<file path="src/rtl/timer_stopwatch100hz.sv">
// 100 Hz elapsed-time counter with an 8-bit register port.
// A CNTL read latches the high byte into snap so the 16-bit value reads atomically.
module timer_stopwatch100hz #(
  parameter int unsigned MCLKFREQ = 24000000
) (
  input  logic       clk,
  input  logic       reset_n,
  input  logic [1:0] addr,
  input  logic       rden,
  input  logic       wren,
  input  logic [7:0] di,
  output logic [7:0] q,
  output logic       tick
);

  localparam int unsigned PERIOD = MCLKFREQ / 100;
  localparam logic [17:0] RELOAD = 18'(PERIOD - 1);

  logic [17:0] prescaler;
  logic [15:0] count;
  logic [7:0]  snap;
  logic        run;
  logic        ovf;

  logic expire;
  logic stat_wr;
  logic run_start;
  logic inc;
  logic wrap;
  logic unused_di;

  assign expire    = (prescaler == '0);
  assign stat_wr   = wren && (addr == 2'd2);
  assign run_start = stat_wr && di[7] && !run;
  assign inc       = expire && run;
  assign wrap      = inc && (count == 16'hFFFF);
  assign unused_di = ^di[5:1];

  always_ff @(posedge clk) begin
    if (!reset_n) begin
      prescaler <= RELOAD;
      count     <= '0;
      snap      <= '0;
      run       <= 1'b0;
      ovf       <= 1'b0;
      q         <= '0;
      tick      <= 1'b0;
    end else begin
      tick <= expire;

      // Starting the counter realigns the prescaler so the first increment is a full period away.
      if (expire || run_start)
        prescaler <= RELOAD;
      else
        prescaler <= prescaler - 18'd1;

      if (stat_wr && di[0])
        count <= '0;
      else if (inc)
        count <= count + 16'd1;

      if (wrap)
        ovf <= 1'b1;
      else if (stat_wr && di[6])
        ovf <= 1'b0;

      if (stat_wr)
        run <= di[7];

      if (rden) begin
        unique case (addr)
          2'd0: begin
            q    <= count[7:0];
            snap <= count[15:8];
          end
          2'd1:    q <= snap;
          2'd2:    q <= {run, ovf, 6'b0};
          default: q <= '0;
        endcase
      end
    end
  end

endmodule

</file>
<file path="config.mk">
export PLATFORM = sky130hd
export DESIGN_NAME = timer_stopwatch100hz
export DESIGN_NICKNAME = d
export VERILOG_FILES = /design/src/rtl/timer_stopwatch100hz.sv
export SDC_FILE = /design/constraint.sdc
export NUM_CORES = 1
export LEC_CHECK = 0
export CAP_MARGIN = 20
export CORE_ASPECT_RATIO = 0.8
export CORE_MARGIN = 5
export CORE_UTILIZATION = 56
export DETAILED_ROUTE_END_ITERATION = 7
export GPL_ROUTABILITY_DRIVEN = 1
export PLACE_DENSITY_LB_ADDON = 0.25
export SYNTH_ARGS = -nofsm -noshare
export SYNTH_HDL_FRONTEND = slang
export SYNTH_SLANG_ARGS = --single-unit
</file>
<file path="constraint.sdc">
create_clock -name clk -period 2.45 [get_ports clk]
set_clock_uncertainty 0.15 [all_clocks]
set_input_delay 0.49 -clock clk [delete_from_list [all_inputs] [get_ports clk]]
set_output_delay 0.49 -clock clk [all_outputs]
set_load 0.005 [all_outputs]
</file>
==> flow_summary_export.csv, run 1 <==
group,metric,value,unit
timing,hold_viol_final,0,
placement,place_congestion,0.851,
finish,diodes,0,
drt,postRouteAntennaNets,0,
critical_path,cp_max_fo,8,
global_routing,grt_pass1_wl,9640,um
timing,drv_slew,0,
pwr,power,1560,uW
hold_path,timing.hold.worst_path_depth,1,
floorplan,dieArea,5860,um2
timing,fin_tns_setup,0,ns
timing,hold_ws,0.255,ns
global_routing,grt.met3_usage,3.68,%
global_routing,antenna_found_initial,0,
clocking,cts_resized,0,
critical_path,start_kind,"register",
global_routing,grt_pass1_vias,2070,
synth,synth.most_common_cell,"dfxtp_1",
timing,worst_slew_pin_slew,0.436,ns
timing,setup_viol,0,
timing,max_freq,455,MHz
drt,drc_errors,0,
clocking,clockRootBuffer,"clkbuf_8",
critical_path,r2r_slack,0.25,ns
flow_run,drv_cap,0,
synth,synth_nets,307,
clocking,cts_hold_buf,0,
floorplan,rows,21,
hold_path,hold_path_end,"prescaler[0]$_SDFF_PP1_",
floorplan,io_pins,23,
drt,wl,5630,um
global_routing,grt_util_met2,29.5,%
timing,fin_crit_sh,89.8,%
outcome,status,"completed",
drt,post_drt_wl_per_cell,15.0,um
synth,synth_seq_cells,53,
critical_path,setup.worst_path.end_class,"register",
synth,netlist_instances,291,
timing,min_period,2.20,ns
synth,synth_top_area_share,42.9,%
critical_path,timing.rr.start,"prescaler[0]$_SDFF_PP1_",
synth,synth_edf_count,0,
clocking,htree_levels,2,
synth,synthesis.area,2470,um2
clocking,ctsLongestPathBuffers,2,
finish,area_growth_syn_to_layout,16.8,%
synth,synthTopCellsByCount,"dfxtp_1, nand2_1, a21oi_1",
placement,place_ws,0.210,ns
hold_path,holdCritPathClass,"register to register",
drt,via_count,2212,
pwr,power_density,540,nW/um2
global_routing,gr-total-overflow,0,
synth,yosysTopAreaCell,"dfxtp_1",
floorplan,die_w,84.3,um
critical_path,max_stage_delay,0.55,ns
critical_path,worstPathArrival,2.28,ns
floorplan,fp.dieH,69.5,um
drt,avgViaCountPerCell,5.88,
critical_path,crit_type,"register to register",
global_routing,grt_usage,19.6,%
critical_path,slowest_stage,"or4_1",
pwr,irDropWorstVdd,0.000358,V
synth,synthDistinctLibCells,39,
floorplan,initial_core_util,58.5,%
clocking,cts_tree,"done",
synth,yosysSeqAreaShare,42.9,%
placement,port-buffer-count,17,
pwr,power.leakage,0.00102,uW
global_routing,met1_usage,28.4,%
global_routing,grt_max_degree,19,
critical_path,r2r-end,"count[3]$_SDFFE_PP0P_",
floorplan,core-area,4230,um2
drt,drt_pre_antenna_iters,4,
clocking,clk_latency,0.31,ns
finish,layout.nets,334,
finish,layout-drive-gt1-share,7.52,%
placement,hpwl,4060,um
clocking,post-cts-setup-buffers,0,
synth,synthArstFlopShare,0,%
critical_path,path_cells,"inv_1 > ha_1 > nor4b_1 > buf_4 > nand3_1 > or4_1 > a21oi_1",
hold_path,worstHoldStart,"prescaler[0]$_SDFF_PP1_",
synth,syn-mean-instance-area,8.50,um2
clocking,cts_buffers,5,
timing,rsz0062_at_grt,"no",
timing,slew_headroom,70.7,%
global_routing,grt-busiest-layer,"met2",
clocking,cts.sinks,53,
synth,synthTopCellsByArea,"dfxtp_1, mux2i_1, a21oi_1",
synth,ys_warn_count,0,
synth,synth_ff_type,"dfxtp_1",
critical_path,worstRegToRegCells,7,
critical_path,cp.required,2.53,ns
drt,drt-initial-drc-count,205,
timing,layout_setup_ws,0.250,ns
clocking,clk_pin_slew,0.10,ns
finish,n_fill_cell,368,
## cell usage in the layout (no fill, tap or decap), drive strengths merged, types with 13 or more instances in the layout
master          n
buf            14
mux2i          13
nand2          28
o21ai          13
dfxtp          53
a21oi          24
clkdlybuf4s50  17
nor2           22
nand3          15
## critical path: cells and delay by family (launching register included)
| kind | cells | cell delay, ns |
|---|---|---|
| compound gates | 1 | 0.15 |
| fa+ha+maj | 1 | 0.20 |
| buf+inv | 2 | 0.24 |
| flops | 1 | 0.33 |
| simple gates | 3 | 1.07 |
## layout make-up
| class | instances | area (um2) | area share, % |
|---|---|---|---|
| Sequential cell | 53 | 1060 | 36.7 |
| Clock buffer | 5 | 68.8 | 2.38 |
| Tap cell | 57 | 71.3 | 2.47 |
| Clock inverter | 3 | 46.3 | 1.60 |
| Timing Repair Buffer | 31 | 275 | 9.52 |
| Inverter | 10 | 37.5 | 1.30 |
| Multi-Input combinational cell | 217 | 1330 | 46.0 |
## metal layers
layer / wire length [um] / part of all wire, %
met4: 50 / 0.89
met3: 351 / 6.2
met1: 2700 / 48
met2: 2520 / 45
met5: 0 / 0
## registers in the layout (all words and copies together), names as in the netlist
register and cells:
tick 1, run 1, q 8, prescaler 18, snap 8, ovf 1
count 16
## through the flow
stage / utilization, % / cells / area, um2
floorplan: - / 291 / 2470
global placement: 65.6 / 368 / 2780
detailed placement: 65.6 / 368 / 2780
CTS: 68.4 / 376 / 2890
global route: 68.4 / 376 / 2890
finish: 68.4 / 376 / 2890
## where the power goes
group / switching (uW) / internal [uW] / leakage [uW]
registers: 4.93 / 867 / 0.000428
clock network: 299 / 306 / 0.0000543
logic: 45.5 / 37.5 / 0.000534
total: 349 / 1210 / 0.00102
## cell families after synthesis
group,after synthesis,share of synthesized area (%)
adder cells (fa/ha/maj),2,1.01
multiplexers,13,5.26
AO/OA/AOI/OAI,61,15.1
XOR/XNOR,9,3.19
flip-flops,53,42.9
AND/OR/NAND/NOR,132,29.2
buffers and inverters,21,3.34
## worst max-delay path by stage
| stage | from | endpoint | slack [ns] | cells past startpoint |
|---|---|---|---|---|
| finish | prescaler[0]$_SDFF_PP1_ | count[3]$_SDFFE_PP0P_ | 0.25 | 7 |
| global route | prescaler[0]$_SDFF_PP1_ | count[3]$_SDFFE_PP0P_ | 0.06 | 7 |
| CTS | prescaler[0]$_SDFF_PP1_ | count[3]$_SDFFE_PP0P_ | 0.29 | 7 |
| detailed placement | addr[1] | prescaler[12]$_SDFF_PP0_ | 0.21 | 6 |
| global placement | addr[1] | prescaler[12]$_SDFF_PP0_ | 0.28 | 6 |
| floorplan | prescaler[0]$_SDFF_PP1_ | count[3]$_SDFFE_PP0P_ | 0.50 | 6 |
Note: power is estimated with default switching activity, not from simulation.
==> run 2, diff against run 1 <==
Settings changed: SETUP_SLACK_MARGIN set to 0.5.
==> flow_summary_export.csv, run 2 (synthesis results as in run 1) <==
group,metric,value,unit
outcome,status,"completed",
pwr,netSwitchingPower,339,uW
clocking,ctsLongestPathBuffers,2,
clocking,clockRootBuffer,"clkbuf_8",
critical_path,cp.required,2.53,ns
finish,area_growth_syn_to_layout,22.7,%
finish,diodes,0,
floorplan,rows,21,
critical_path,max_stage_delay,0.50,ns
drt,wl_met3,370,um
finish,post-route-util,71.8,%
finish,top_register,"prescaler",
placement,port-buffer-count,17,
timing,fin_crit_sh,78.1,%
critical_path,worstRegToRegCells,5,
drt,via_count,2320,
drt,drc_errors,0,
floorplan,dieArea,5860,um2
critical_path,path_cells,"nor4_4 > buf_4 > nand3_4 > or4_1 > a21oi_1",
drt,postRouteAntennaNets,0,
finish,layout.nets,344,
floorplan,io_pins,23,
global_routing,grt_pass1_vias,2158,
finish,final_cell_mix,"dfxtp_1, nand2_1, a21oi_1, buf_4, nor2_1",
finish,largest_reg_flops,18,
clocking,cts_tree,"done",
drt,post_drt_wl_per_cell,15.2,um
clocking,clk_pin_slew,0.09,ns
drt,wl,5840,um
timing,rsz0062_at_grt,"yes",
finish,reg_top3,"prescaler x18, count x16",
floorplan,core-area,4230,um2
critical_path,cp.buffers_inverters,1,
drt,route.met2.wl,2540,um
drt,routed.top_layer,"met4",
hold_path,holdCritPathClass,"register to register",
finish,n_fill_cell,341,
drt,met1_length,2850,um
finish,layout-drive-gt1-share,14.9,%
global_routing,grt_max_degree,20,
timing,fin_tns_setup,0,ns
critical_path,crit_type,"register to register",
floorplan,fp.dieH,69.5,um
pwr,p_int,1210,uW
timing,worst_slew_pin_slew,0.380,ns
placement,place_congestion,0.877,
floorplan,initial_core_util,58.5,%
critical_path,setup.worst_path.end_class,"register",
critical_path,cp_top_family,"simple AND/OR/NAND/NOR gates",
global_routing,grt_pass1_wl,9930,um
timing,setup_viol,0,
global_routing,grt_usage,20.5,%
placement,hpwl,4050,um
pwr,swShare,21.9,%
finish,final_common_cell,"dfxtp_1",
timing,drv_slew,0,
hold_path,worstHoldStart,"snap[5]$_SDFFE_PN0P_",
hold_path,hold_path_end,"snap[5]$_SDFFE_PN0P_",
critical_path,cp_max_fo,7,
pwr,power.leakage,0.00106,uW
flow_run,drv_cap,0,
timing,min_period,1.91,ns
pwr,power_frac_seq,56.5,%
timing,max_freq,522,MHz
timing,slew_headroom,74.5,%
drt,drt_pre_antenna_iters,4,
global_routing,gr-total-overflow,0,
pwr,p_comb_share,5.9,%
clocking,htree_levels,2,
drt,drt-initial-drc-count,145,
clocking,clk_latency,0.31,ns
pwr,clockPowerShare,37.6,%
timing,hold_viol_final,0,
drt,avgViaCountPerCell,6.03,
critical_path,r2r_slack,0.54,ns
critical_path,timing.rr.start,"prescaler[5]$_SDFF_PP1_",
pwr,irDropWorstVdd,0.000344,V
hold_path,timing.hold.worst_path_depth,2,
clocking,cts_buffers,5,
critical_path,slowest_stage,"or4_1",
pwr,power_density,509,nW/um2
critical_path,start_kind,"register",
clocking,cts.sinks,53,
critical_path,worstPathArrival,2.00,ns
floorplan,die_w,84.3,um
critical_path,r2r-end,"count[8]$_SDFFE_PP0P_",
global_routing,antenna_found_initial,0,
## run 2: cell count changes in the layout (fill, tap and decap cells not counted), sizes merged
| cell | previous run | this run |
|---|---|---|
| buf | 14 | 24 |
| clkinvlp | 1 | 0 |
## run 2: worst max-delay path by stage
stage | startpoint | to | slack, ns | cells after the start
floorplan | prescaler[5]$_SDFF_PP1_ | count[11]$_SDFFE_PP0P_ | 0.53 | 5
global placement | addr[1] | count[12]$_SDFFE_PP0P_ | 0.18 | 6
detailed placement | addr[1] | count[14]$_SDFFE_PP0P_ | 0.16 | 6
CTS | prescaler[1]$_SDFF_PP1_ | prescaler[14]$_SDFF_PP0_ | 0.50 | 6
global route | addr[1] | count[11]$_SDFFE_PP0P_ | 0.45 | 4
finish | prescaler[5]$_SDFF_PP1_ | count[8]$_SDFFE_PP0P_ | 0.54 | 5
## run 2: worst reg2reg max path, stage by stage, from the launching register on
cell,delay [ns]
dfxtp_2,0.35
nor4_4,0.33
buf_4,0.22
nand3_4,0.12
or4_1,0.50
a21oi_1,0.16
## run 2: layout make-up
type	instances	area [um2]	share of cell area (%)
Clock buffer	5	68.8	2.27
Clock inverter	2	35.0	1.15
Inverter	10	37.5	1.24
Multi-Input combinational cell	217	1400	46.2
Sequential cell	53	1070	35.1
Tap cell	57	71.3	2.35
Timing Repair Buffer	41	354	11.7
## run 2: stage by stage
step | total power (uW) | area [um2] | worst slack, ns | cells | hold WS, ns
final | 1550 | 3040 | 0.536 | 385 | 0.329
after global routing | 1600 | 3040 | 0.455 | 385 | 0.365
after CTS | 1550 | 2970 | 0.496 | 380 | 0.330
after detailed placement | 974 | 2780 | 0.158 | 368 | 0.240
after global placement | 972 | 2780 | 0.181 | 368 | 0.231
after floorplan | 936 | 2480 | 0.534 | 291 | 0.221
## run 2: layer usage
metal	GRT usage, %	vias to the layer above
met2	30.8	67
met4	6.43	0
met5	0	-
met3	4.75	8
met1	28.9	1098
li1	-	1147
## run 2: repair_timing
action / CTS / global route
gates cloned: 0 / 0
gates resized for setup: 13 / 11
buffers inserted: 5 / 5
endpoints found under the hold margin: 0 / 0
setup endpoints to repair: 14 / 20
hold buffers: 0 / 0
pin swaps: 6 / 6
## run 2: power by group through the flow
stage | clock network, uW | registers, uW | logic [uW]
floorplan | 0 | 891 | 44.9
global placement | 0 | 892 | 80.5
detailed placement | 0 | 892 | 82.2
CTS | 592 | 873 | 88.8
global route | 621 | 874 | 101
finish | 582 | 873 | 91.4
==> run 3, diff against run 2 <==
Settings changed: CORE_UTILIZATION 56 to 51.
Clock period 2.45 ns to 1.74 ns, I/O delays scaled along.
==> flow_summary_export.csv, run 3 (synthesis results as in run 1) <==
group,metric,value,unit
critical_path,r2r_slack,-0.33,ns
clocking,clk_pin_slew,0.11,ns
global_routing,grt_usage,28.1,%
timing,slew_headroom,68.7,%
critical_path,setup.worst_path.end_class,"register",
timing,setup_viol,34,
critical_path,max_stage_delay,0.51,ns
finish,top_register,"prescaler",
floorplan,die_w,87.9,um
clocking,ctsLongestPathBuffers,2,
timing,drv_slew,0,
timing,fin_crit_sh,119,%
timing,rsz0062_at_grt,"yes",
global_routing,grt_pass1_wl,13700,um
critical_path,timing.rr.start,"prescaler[4]$_SDFF_PP1_",
global_routing,grt_max_degree,19,
timing,fin_tns_setup,-4.68,ns
timing,hold_viol_final,0,
critical_path,cp_max_fo,7,
drt,drt-initial-drc-count,513,
clocking,clockRootBuffer,"clkbuf_8",
timing,worst_slew_pin_slew,0.463,ns
critical_path,cp.required,1.78,ns
clocking,cts.sinks,53,
outcome,violations,"negative setup slack",
outcome,status,"complete, but fails checks",
critical_path,worstRegToRegCells,6,
pwr,power,2170,uW
drt,avgViaCountPerCell,6.65,
clocking,cts_tree,"done",
critical_path,startpoint,"prescaler[4]$_SDFF_PP1_",
drt,post_drt_wl_per_cell,22.3,um
critical_path,start_kind,"register",
finish,final_cells,459,
global_routing,grt_pass1_vias,2815,
drt,postRouteAntennaNets,0,
clocking,htree_levels,2,
drt,drt_pre_antenna_iters,6,
floorplan,initial_core_util,53.2,%
floorplan,core-area,4650,um2
drt,via_count,3052,
finish,layout.nets,414,
hold_path,hold_path_end,"ovf$_SDFFE_PN0P_",
pwr,power.leakage,0.00159,uW
placement,hpwl,4640,um
drt,drc_errors,0,
drt,wl,10200,um
finish,area_growth_syn_to_layout,58.8,%
floorplan,rows,22,
finish,final_common_cell,"buf_4",
critical_path,worstPathArrival,2.11,ns
finish,reg_top3,"prescaler x18, count x16",
pwr,irDropWorstVdd,0.000480,V
timing,min_period,2.07,ns
clocking,cts_buffers,5,
critical_path,crit_type,"register to register",
hold_path,worstHoldStart,"wren",
critical_path,path_cells,"nor4_4 > buf_6 > nand4_1 > buf_4 > buf_8 > o41ai_1",
global_routing,gr-total-overflow,0,
finish,diodes,0,
pwr,power_density,552,nW/um2
timing,layout_setup_ws,-0.334,ns
floorplan,dieArea,6350,um2
critical_path,r2r-end,"count[11]$_SDFFE_PP0P_",
hold_path,timing.hold.worst_path_depth,3,
hold_path,holdCritPathClass,"input pin to register",
timing,max_freq,482,MHz
flow_run,drv_cap,0,
floorplan,io_pins,23,
placement,port-buffer-count,17,
global_routing,antenna_found_initial,0,
floorplan,fp.dieH,72.3,um
critical_path,slowest_stage,"o41ai_1",
clocking,clk_latency,0.32,ns
placement,place_congestion,0.841,
placement,place_ws,-0.328,ns
placement,place_inst,417,
finish,final_cell_mix,"buf_4, dfxtp_1, nand2_1",
finish,layout-drive-gt1-share,46.1,%
finish,largest_reg_flops,18,
[run 3: cell count changes in the layout (fill, tap and decap cells not counted), moves of 4 or more]
| cell | delta |
|---|---|
| clkdlybuf4s50_1 | -14 |
| o21ai_2 | +7 |
| dfxtp_2 | +12 |
| buf_6 | +19 |
| nor3_1 | -5 |
| o31ai_1 | -4 |
| buf_4 | +49 |
| o21ai_0 | -7 |
| dfxtp_1 | -12 |
| or4_1 | -4 |
| or4_4 | +4 |
| buf_2 | +7 |
[run 3: critical path, delay by kind of cell (launching register included)]
family / cells / cell delay [ns]
simple gates: 2 / 0.42
compound gates: 1 / 0.51
flops: 1 / 0.35
buf+inv: 3 / 0.50
[run 3: power breakdown]
part	switching, uW	internal (uW)	leakage (uW)	total, uW
sequential	9.09	1220	0.000433	1230
clock	454	287	0.0000445	741
combinational	106	91.3	0.00111	197
[run 3: worst max path at each step]
| stage | endpoint |
|---|---|
| finish | count[11]$_SDFFE_PP0P_ |
| global route | count[11]$_SDFFE_PP0P_ |
| CTS | count[8]$_SDFFE_PP0P_ |
| detailed placement | prescaler[14]$_SDFF_PP0_ |
| global placement | count[11]$_SDFFE_PP0P_ |
| floorplan | count[11]$_SDFFE_PP0P_ |
[run 3: area by class of cell]
class | instances | area [um2]
clock buffers | 5 | 68.8
clock inverters | 3 | 21.3
fillers | 224 | 721
inverters | 10 | 37.5
multi-input cells | 217 | 1700
flip-flops and latches | 53 | 1080
well taps | 60 | 75.1
repair buffers | 111 | 951
[run 3: routing by layer]
metal	vias to the layer above	wire, um	GRT usage, %
li1	1286	-	-
met1	1388	3700	35.0
met2	279	4540	44.6
met3	99	1210	8.63
met4	0	792	12.8
met5	-	0	0
[run 3: stage by stage]
step           utilization, %  instance area [um2]  hold slack (ns)
3_3_place_gp             68.1                 3170            0.309
5_1_grt                  84.5                 3930            0.354
2_1_floorplan               -                 2530            0.221
4_1_cts                  78.8                 3660            0.331
6_report                 84.5                 3930            0.328
3_5_place_dp             68.1                 3170            0.317
[run 3: timing repair]
action                     in CTS  in global routing
setup endpoints to repair      62                 61
resized for setup             122                 45
hold buffers                    0                  0
cloned                          3                  1
setup buffers                  20                 10
pin swaps                      35                 19
